==> config.mk <==
export PLATFORM = sky130hd
export DESIGN_NAME = ps2_host_rx
export DESIGN_NICKNAME = d
export VERILOG_FILES = /design/src/rtl/ps2_pkg.sv /design/src/rtl/ps2_line_filter.sv /design/src/rtl/ps2_host_rx.sv
export SDC_FILE = /design/constraint.sdc
export NUM_CORES = 1
export LEC_CHECK = 0
export BUFFER_PORTS_ARGS = -buffer_cell sky130_fd_sc_hd__buf_4
export CORE_UTILIZATION = 53
export DETAILED_ROUTE_END_ITERATION = 8
export GPL_ROUTABILITY_DRIVEN = 1
export GPL_TIMING_DRIVEN = 0
export PLACE_DENSITY = 0.71
export SLEW_MARGIN = 20
export SYNTH_ARGS = -nofsm -noshare
export SYNTH_HDL_FRONTEND = slang
export SYNTH_SLANG_ARGS = --single-unit
export TNS_END_PERCENT = 5
==> constraint.sdc <==
create_clock -name clk -period 4.5 [get_ports clk]
set_input_delay 0 -clock clk [delete_from_list [all_inputs] [get_ports clk]]
set_output_delay 0 -clock clk [all_outputs]
set_load 0.02 [all_outputs]
==> src/rtl/ps2_pkg.sv <==
// Shared PS/2 definitions: frame geometry, receiver state encoding and parity helper.
// Intended to be reused by a future host transmitter.
package ps2_pkg;

    typedef enum logic [1:0] {
        IDLE,
        DATA,
        PARITY,
        STOP
    } ps2_state_t;

    localparam int FRAME_BITS = 11;
    localparam int DATA_BITS  = 8;

    // Parity bit that makes the total number of ones across data+parity odd.
    function automatic logic odd_parity(input logic [DATA_BITS-1:0] d);
        return ~(^d);
    endfunction

endpackage

==> src/rtl/ps2_line_filter.sv <==
// Purpose: synchronise one raw PS/2 pin and debounce it with a stability counter.
// Latency: level and fall strobe update 2 + FILTER_LEN clk after a pin change.
// Backpressure: none; fall is a single-cycle strobe.
module ps2_line_filter #(
    parameter int FILTER_LEN = 8
) (
    input  logic clk,
    input  logic rst_n,
    input  logic raw,
    output logic level,
    output logic fall
);

    localparam int CW = $clog2(FILTER_LEN + 1);
    localparam logic [CW-1:0] LAST = CW'(FILTER_LEN - 1);

    logic          sync1;
    logic          sync2;
    logic [CW-1:0] cnt;

    // The counter tracks how long sync2 has disagreed with the filtered level;
    // the level flips on the FILTER_LEN-th consecutive disagreeing sample.
    always_ff @(posedge clk) begin
        if (!rst_n) begin
            sync1 <= 1'b1;
            sync2 <= 1'b1;
            level <= 1'b1;
            cnt   <= '0;
            fall  <= 1'b0;
        end else begin
            sync1 <= raw;
            sync2 <= sync1;
            fall  <= 1'b0;
            if (sync2 == level) begin
                cnt <= '0;
            end else if (cnt == LAST) begin
                level <= sync2;
                cnt   <= '0;
                fall  <= ~sync2;
            end else begin
                cnt <= cnt + 1'b1;
            end
        end
    end

endmodule

==> src/rtl/ps2_host_rx.sv <==
// Purpose: PS/2 host receiver; filters pins, assembles 11-bit frames, reports bytes/errors.
// Latency: result pulse one clk after the stop-bit falling edge (3 + FILTER_LEN after the pin).
// Backpressure: none; rx_valid is a one-cycle write strobe the consumer must take.
module ps2_host_rx
    import ps2_pkg::*;
#(
    parameter int FILTER_LEN  = 8,
    parameter int TIMEOUT_CYC = 10000
) (
    input  logic       clk,
    input  logic       rst_n,
    input  logic       ps2_clk_in,
    input  logic       ps2_dat_in,
    input  logic       inhibit,
    output logic       ps2_clk_oe,
    output logic [7:0] rx_data,
    output logic       rx_valid,
    output logic       parity_err,
    output logic       frame_err,
    output logic       busy
);

    localparam int BW = $clog2(DATA_BITS);
    localparam int TW = $clog2(TIMEOUT_CYC + 1);
    localparam logic [BW-1:0] LAST_BIT = BW'(DATA_BITS - 1);
    localparam logic [TW-1:0] TMO_LAST = TW'(TIMEOUT_CYC - 1);

    logic clk_lvl_unused;
    logic clk_fe;
    logic dat_lvl;
    logic dat_fall_unused;

    ps2_line_filter #(.FILTER_LEN(FILTER_LEN)) u_clk_filt (
        .clk   (clk),
        .rst_n (rst_n),
        .raw   (ps2_clk_in),
        .level (clk_lvl_unused),
        .fall  (clk_fe)
    );

    ps2_line_filter #(.FILTER_LEN(FILTER_LEN)) u_dat_filt (
        .clk   (clk),
        .rst_n (rst_n),
        .raw   (ps2_dat_in),
        .level (dat_lvl),
        .fall  (dat_fall_unused)
    );

    ps2_state_t             state;
    ps2_state_t             state_nxt;
    logic [DATA_BITS-1:0]   shreg;
    logic [BW-1:0]          bit_cnt;
    logic                   par_bit;
    logic [TW-1:0]          tmo_cnt;

    logic start;
    logic shift;
    logic cap_par;
    logic eval;
    logic tmo_fire;
    logic tmo_hit;

    assign tmo_hit = (tmo_cnt == TMO_LAST);
    assign busy    = (state != IDLE);

    always_ff @(posedge clk) begin
        if (!rst_n) begin
            state <= IDLE;
        end else begin
            state <= state_nxt;
        end
    end

    // Inhibit outranks everything; a falling edge outranks an expiring timeout.
    always_comb begin
        state_nxt = state;
        start     = 1'b0;
        shift     = 1'b0;
        cap_par   = 1'b0;
        eval      = 1'b0;
        tmo_fire  = 1'b0;
        if (inhibit) begin
            state_nxt = IDLE;
        end else if (state != IDLE && !clk_fe && tmo_hit) begin
            state_nxt = IDLE;
            tmo_fire  = 1'b1;
        end else begin
            case (state)
                IDLE: begin
                    if (clk_fe && !dat_lvl) begin
                        state_nxt = DATA;
                        start     = 1'b1;
                    end
                end
                DATA: begin
                    if (clk_fe) begin
                        shift = 1'b1;
                        if (bit_cnt == LAST_BIT) begin
                            state_nxt = PARITY;
                        end
                    end
                end
                PARITY: begin
                    if (clk_fe) begin
                        cap_par   = 1'b1;
                        state_nxt = STOP;
                    end
                end
                STOP: begin
                    if (clk_fe) begin
                        eval      = 1'b1;
                        state_nxt = IDLE;
                    end
                end
                default: state_nxt = IDLE;
            endcase
        end
    end

    always_ff @(posedge clk) begin
        if (!rst_n) begin
            shreg      <= '0;
            bit_cnt    <= '0;
            par_bit    <= 1'b0;
            tmo_cnt    <= '0;
            rx_data    <= 8'h00;
            rx_valid   <= 1'b0;
            parity_err <= 1'b0;
            frame_err  <= 1'b0;
            ps2_clk_oe <= 1'b0;
        end else begin
            rx_valid   <= 1'b0;
            parity_err <= 1'b0;
            frame_err  <= 1'b0;
            ps2_clk_oe <= inhibit;

            if (state_nxt == IDLE || clk_fe) begin
                tmo_cnt <= '0;
            end else begin
                tmo_cnt <= tmo_cnt + 1'b1;
            end

            if (start) begin
                shreg   <= '0;
                bit_cnt <= '0;
            end
            // LSB arrives first, so entering at the top leaves bit 0 at shreg[0].
            if (shift) begin
                shreg   <= {dat_lvl, shreg[DATA_BITS-1:1]};
                bit_cnt <= bit_cnt + 1'b1;
            end
            if (cap_par) begin
                par_bit <= dat_lvl;
            end
            if (tmo_fire) begin
                frame_err <= 1'b1;
                shreg     <= '0;
            end
            if (eval) begin
                if (!dat_lvl) begin
                    frame_err <= 1'b1;
                end else if (odd_parity(shreg) != par_bit) begin
                    parity_err <= 1'b1;
                end else begin
                    rx_data  <= shreg;
                    rx_valid <= 1'b1;
                end
            end
        end
    end

endmodule

Yosys cells after proc, flatten, opt, wreduce, memory -nomap -nowiden
Index checks and enable logic that the tools add are counted.
W data, S select, Z words.
- $add $sub $neg: 4
- $mul: 0
- div/mod/pow operators: 0
- order comparisons: 0
- equality and inequality tests: 10
- shift-type cells: 0
- multiplexer cells: 33
- bitwise operators: 7
- reduce and logical (&&, ||, !) cells: 20
- operator list (cell ; count):
    $mux W1 ; 21
    $mux W8 ; 2
    $add A14 B1 Y14 const B ; 1
    $eq A14 B14 Y1 const B ; 1
    $mux W2 ; 7
    $reduce_or A3 Y1 ; 3
    $add A4 B1 Y4 const B ; 2
    $eq A4 B3 Y1 const B ; 2
    $pmux W2 S4 ; 1
    $reduce_xor A8 Y1 ; 1
    $not A1 Y1 ; 7
    $mux W3 ; 2
    $reduce_and A3 Y1 ; 2
    $eq A2 B2 Y1 const B ; 2
    $logic_not A2 Y1 ; 2
    $reduce_and A2 Y1 ; 2
    $reduce_bool A2 Y1 ; 2
    $reduce_or A2 Y1 ; 2
    $add A3 B1 Y3 const B ; 1
    $eq A3 B3 Y1 const B ; 1
    $logic_and A1 B1 Y1 ; 3
    $eq A1 B1 Y1 ; 2
    $eq A2 B1 Y1 const B ; 1
    $logic_not A1 Y1 ; 2
    other kinds (2) ; 2
- register bits: 55
- bits in latches: 0
- RAM bits: 0
- ROM bits: 0
- input port bits: 5
- logic and storage cells: 93
- memories: 0

Logic depth before layout (Yosys ltp)
Gate-level depths: netlist of the first run.
- word-level depth: 9
- depth in mapped cells: 6
- gate-level depth less buffers: 5

Modules after synthesis
Synthesis of the first run repeated with hierarchy kept, for this count alone.
- cell total of the unflattened synthesis: 241
- area total of the unflattened synthesis: 2285.9 sq um
- modules (own cells, without submodules) (module ; instances ; cells an instance ; area an instance (sq um) ; sequential area each (sq um)):
    ps2_host_rx ; 1 ; 189 ; 1737.9 ; 800.8
    ps2_line_filter ; 2 ; 26 ; 274.0 ; 160.2

Worst setup path after synthesis of the first run
OpenSTA, ideal clock, no wires.
- kind: register to register
- start: reg shreg[4]
- end: reg rx_data[0]
- library setup time: 0.072 ns
- data arrival time: 1.672 ns
- data required time: 4.428 ns
- setup slack: 2.756 ns
- stages on the path, launching flop included: 5
- period minus slack after synthesis: 1.744 ns
- cell sequence: dfxtp_1 > xor3_1 > or3_4 > mux2i_4 > mux2i_1
- longest elaborated chain between the ends: 5
- RTL lines (element ; RTL line ; source):
    from (decl) ; ps2_host_rx.sv:51 ; logic [DATA_BITS-1:0] shreg;
    from (signal assigned) ; ps2_host_rx.sv:149 ; shreg <= {dat_lvl, shreg[DATA_BITS-1:1]};
    $reduce_xor A8 Y1 ; ps2_pkg.sv:17 ; return ~(^d);
    $not A1 Y1 ; ps2_pkg.sv:17 ;
    $ne A1 B1 Y1 ; ps2_host_rx.sv:162 ; end else if (odd_parity(shreg) != par_bit) begin
    $not A1 Y1 (no source line) ; n/a ;
    $reduce_and A3 Y1 (no source line) ; n/a ;
    to (signal assigned) ; ps2_host_rx.sv:165 ; rx_data <= shreg;
    to (decl) ; ps2_host_rx.sv:16 ; output logic [7:0] rx_data,
Every way passes these cells.
A chain may end at the register's enable or synchronous reset.

Worst setup path after layout of the first run
- start: reg tmo_cnt[0]
- end: reg shreg[3]
- longest elaborated chain between the ends: 5
- RTL lines (element ; RTL line ; source):
    from (decl) ; ps2_host_rx.sv:54 ; logic [TW-1:0] tmo_cnt;
    from (signal assigned) ; ps2_host_rx.sv:140 ; tmo_cnt <= tmo_cnt + 1'b1;
    $eq A14 B14 Y1 * ; ps2_host_rx.sv:63 ; assign tmo_hit = (tmo_cnt == TMO_LAST);
    $logic_and A1 B1 Y1 * ; ps2_host_rx.sv:84 ; end else if (state != IDLE && !clk_fe && tmo_hit) begin
    $mux W1 ; ps2_host_rx.sv:84 ;
    $mux W1 ; ps2_host_rx.sv:82 ; if (inhibit) begin
    $mux W8, or another cell as far along ; ps2_host_rx.sv:148 ; if (shift) begin
Every way passes the cells marked *; elsewhere a longest branch is shown, timed or not.

==> qor.txt, run 1 <==
Status = complete, no violations
Ys flop type = dfxtp_1
Rel. slew slack = 33.5%
Largest net degree at the start of global routing = 17
Unique masters post-synth = 40
Synthesis-to-finish area growth = 13.5%
Clock transition at the registers of the reported paths = 90 ps
Crit path cell chain = ha_1, and3_1, nand4_1, o31ai_1, nor2_1
Clock Skew = 17.1 ps
Final period util = 46.6%
Dpl hpwl = 2630 um
Worst path max stage delay = 850 ps
Fmax = 476 MHz
Number of port buffers = 16
RSZ-0062 raised after global routing = false
Placer congestion estimate = 0.793
Number of global-route vias before repair = 1452
Initial antenna violation count = 0
Initial core utilization = 56.1%
Async SR Flop Fraction = 0%
Period minus WS final = 2100 ps
Commonest non-fill, non-tap cell in the layout = dfxtp_1
Antenna diode count = 0
Mapped Area = 0.00228 mm2
Final Instance Area = 0.00258 mm2
Total Die Area = 0.00456 mm2
VDD IR max = 0.000198 V
Setup tns final = 0 ps
Layout cells sized above 1 = 11.3%
H-tree levels = 2
Global Route Usage Sum = 18.9%
Req. time, crit path = 4660 ps
Syn Area/Cell = 9.53 um2
Worst Path Arrival = 2260 ps
First-pass GRT wire length = 6360 um
Row count = 23
Fin nets = 275
Register Area = 0.00110 mm2
Slew Viols, Final = 0
Boundary pin count = 18
Largest fanout on the critical path = 8
Clock buffer count from CTS = 5
MaxCap Viol Count = 0
WL/cell = 12.1 um
Core ar. = 0.00406 mm2
Power per Cell Area = 305 mW/mm2
Dpl cell area = 0.00246 mm2
Vias per inst = 5.25
Initial drt markers = 87
Die Ht = 67.6 um
DR pass1 iterations = 4
Setup CP Type = reg -> reg
Worst slew pin tran = 989 ps
DIE WIDTH = 67.6 um
Root buffer cell = clkbuf_8
Total congestion overflow = 0
DRC viols = 0
Worst-Skew Late Latency = 310 ps
Commonest non-fill, non-tap cells in the layout = dfxtp_1 (55), nor2_1 (34), nand2_1 (23)
Post-CTS Resized = 0
Clock Sinks = 55
Register area share after synthesis = 48.4%
Total Wirelength = 3830 um
Routed Antenna Nets = 0
CP endpoint kind = register
Worst path slowest cell = o31ai_1
Filler Cell Count = 350
CTS tree = done
FF+latch count, synth = 55
Via count = 1660
Min-delay worst type = in -> reg
YS warnings = 0
Post-synth EDFFs = 0
CTS max path bufs = 2
LEAKAGE = 0.000977 uW
Synth Instances = 239
Worst Setup Start Kind = register
# setup viols final = 0
Net Count, Synth = 249
Final Hold Fails = 0
Area of the multi-input gates = 0.00111 mm2
==> layer usage <==
layer,vias up,track usage (%),wire length (um)
li1,866,-,-
met1,768,23.5,1920
met2,18,30.4,1730
met3,8,5.24,111
met4,0,7.98,70
met5,-,0,0
==> flip-flops by register name, indices dropped and copies added (netlist names), 2 cells and up <==
signal / flops
u_clk_filt.cnt: 4
tmo_cnt: 14
bit_cnt: 3
shreg: 8
u_dat_filt.cnt: 4
state: 2
rx_data: 8
==> cells by family (layout without fill, tap and decap cells) <==
family,Yosys count,in the layout,synth area share [%]
AO/OA/AOI/OAI,21,21,6.10
XOR/XNOR,23,23,10.2
adder cells (fa/ha/maj),5,5,2.75
buffers and inverters,13,40,2.80
flip-flops,55,55,48.4
multiplexers,11,11,5.38
AND/OR/NAND/NOR,111,111,24.5
==> power by group <==
part / internal, uW / switching, uW
Combinational: 7.90 / 10.5
Clock: 126 / 154
Sequential: 489 / 1.14
==> layout make-up <==
cell class | instances | share of cell area, %
Clock inverter | 1 | 0.339
Inverter | 4 | 0.581
Buffer | 9 | 1.89
Multi-Input combinational cell | 171 | 43.0
Clock buffer | 7 | 3.34
Sequential cell | 55 | 42.6
Tap cell | 50 | 2.42
Timing Repair Buffer | 19 | 5.81
==> per-stage QoR <==
| stage | power (uW) | setup slack (ps) | cells | hold WS (ps) | utilization [%] |
|---|---|---|---|---|---|
| floorplan | 511 | 2760 | 239 | 101 | - |
| global placement | 518 | 2400 | 305 | 182 | 60.6 |
| detailed placement | 518 | 2390 | 305 | 187 | 60.6 |
| CTS | 799 | 2390 | 316 | 44.2 | 63.7 |
| global route | 823 | 2180 | 316 | 25.5 | 63.7 |
| finish | 789 | 2400 | 316 | 38.6 | 63.7 |
==> path summary, 6_finish.rpt <==
path / from / to / slack [ps] / cells after the start
max: tmo_cnt[0] / shreg[3] / 2400 / 5
min: rst_n / u_dat_filt.level / 40 / 2
min reg2reg: u_clk_filt.sync1 / u_clk_filt.sync2 / 410 / 1
max reg2reg: tmo_cnt[0] / shreg[3] / 2400 / 5
==> cells in the mapped netlist, drive strengths merged, types with 6 or more instances <==
library cell / count / area (um2)
dfxtp: 55 / 1100
nor2: 34 / 128
nand2: 23 / 86.3
xor2: 13 / 114
nand3: 12 / 60.1
mux2i: 11 / 123
a22oi: 9 / 67.6
xnor2: 8 / 70.1
clkbuf: 7 / 36.3
nand4: 6 / 37.5
==> critical path, delay by kind of cell (launching register included) <==
family / cells / cell delay [ps]
AND/OR/NAND/NOR: 3 / 530
flip-flops: 1 / 370
adder cells (fa/ha/maj): 1 / 210
AO/OA/AOI/OAI: 1 / 850
==> repair_timing <==
item,in CTS,in global routing
hold endpoints to repair,3,0
buffers inserted,0,0
hold buffers,3,0
endpoints found under the setup margin,0,0
(Power assumes the default switching activity.)
==> run 2: changes to the inputs <==
Clock period 4.5 ns to 2 ns, I/O delays scaled along.
==> qor.txt, run 2 (same netlist as run 1, synthesis figures left out) <==
Clock Sinks = 55
Final Hold Fails = 0
Worst setup margin = 103 ps
Total setup buffers inserted after CTS = 0
Worst slew pin tran = 719 ps
CP endpoint kind = register
LEAKAGE = 0.000979 uW
Status = complete, no violations
Via count = 1645
Setup CP Type = reg -> reg
Initial drt markers = 93
Slew Viols, Final = 0
# setup viols final = 0
RSZ-0062 raised after global routing = true
Power per Cell Area = 685 mW/mm2
Clock transition at the registers of the reported paths = 90 ps
Rel. slew slack = 51.7%
Number of port buffers = 16
Boundary pin count = 18
Clock Skew = 16.5 ps
Pre-CTS WS = -108 ps
Req. time, crit path = 2240 ps
Largest net degree at the start of global routing = 17
MaxCap Viol Count = 0
Total Wirelength = 3800 um
Fin nets = 274
Worst Setup Start Kind = register
Routed Antenna Nets = 0
Max reg flops = 14
Cells after DPL = 305
Initial core utilization = 56.1%
Biggest regs = tmo_cnt x14, rx_data x8, shreg x8
Register bank with the most flops = tmo_cnt
Core ar. = 0.00406 mm2
Total Die Area = 0.00456 mm2
DIE WIDTH = 67.6 um
VDD IR max = 0.000446 V
Final non-filler cell total = 315
DRC viols = 0
Root buffer cell = clkbuf_8
Period minus WS final = 1900 ps
Layout cells sized above 1 = 12.5%
Antenna diode count = 0
Total congestion overflow = 0
Fmax = 527 MHz
Final period util = 94.9%
Row count = 23
Commonest non-fill, non-tap cell in the layout = dfxtp_1
Worst-Skew Late Latency = 310 ps
Die Ht = 67.6 um
Number of global-route vias before repair = 1452
Commonest non-fill, non-tap cells in the layout = dfxtp_1 (54), nor2_1 (34), nand2_1 (23)
CTS tree = done
H-tree levels = 2
Global Route Usage Sum = 18.9%
Fin Hold WS = 39.1 ps
Clock buffer count from CTS = 5
DR pass1 iterations = 4
CTS max path bufs = 2
Worst Path Arrival = 2130 ps
Initial antenna violation count = 0
Synthesis-to-finish area growth = 13.7%
Largest fanout on the critical path = 9
Min-delay worst type = in -> reg
First-pass GRT wire length = 6360 um
Vias per inst = 5.22
Placer congestion estimate = 0.793
WL/cell = 12.1 um
Dpl hpwl = 2630 um
run 2: cell count changes in the layout (fill, tap and decap cells not counted), sizes merged:
cell    change
clkbuf      -1
run 2: area by class of cell:
| type | count | area, um2 |
|---|---|---|
| Fill cell | 348 | 1470 |
| Multi-Input combinational cell | 171 | 1120 |
| Sequential cell | 55 | 1100 |
| Timing Repair Buffer | 19 | 150 |
| Clock buffer | 7 | 86.3 |
| Tap cell | 50 | 62.6 |
| Buffer | 8 | 45.0 |
| Inverter | 4 | 15.0 |
| Clock inverter | 1 | 8.76 |
run 2: where the power goes:
group | leakage, uW | internal (uW) | switching [uW]
Sequential | 0.000445 | 1100 | 2.57
Clock | 0.0000484 | 284 | 344
Combinational | 0.000486 | 18.1 | 24.3
run 2: per-layer routing:
metal / routed length [um] / vias to the layer above / share of wire, % / global-route usage (%)
li1: - / 860 / - / -
met1: 1930 / 759 / 51 / 23.5
met2: 1690 / 18 / 45 / 30.4
met3: 110 / 8 / 2.9 / 5.24
met4: 70 / 0 / 1.8 / 7.98
met5: 0 / - / 0 / 0
run 2: repair_timing:
action | 4_1_cts | 5_1_grt
endpoints found under the setup margin | 8 | 21
hold endpoints to repair | 3 | 0
hold buffers | 3 | 0
gates resized for setup | 1 | 2
run 2: final timing paths:
check	slack [ps]	startpoint	cells after the start	endpoint
worst max-delay path	100	shreg[4]	4	rx_data[5]
worst min-delay path	40	rst_n	2	u_dat_filt.level
worst max register to register	100	shreg[4]	4	rx_data[5]
worst min register to register	410	u_clk_filt.sync1	1	u_clk_filt.sync2
run 2: through the flow:
stage / util, % / area, um2 / power [uW] / TNS [ps]
final: 63.8 / 2590 / 1770 / 0
after global routing: 63.8 / 2590 / 1850 / -22.3
after CTS: 63.8 / 2590 / 1800 / 0
after detailed placement: 60.6 / 2460 / 1170 / -768
after global placement: 60.6 / 2460 / 1160 / -630
after floorplan: - / 2280 / 1150 / 0
run 2: worst max-delay path, cell delays in order, from the launching register on:
cell and delay [ps]:
dfxtp_2 370, xor3_2 470, or3_4 350, mux2i_4 400, mux2i_1 240
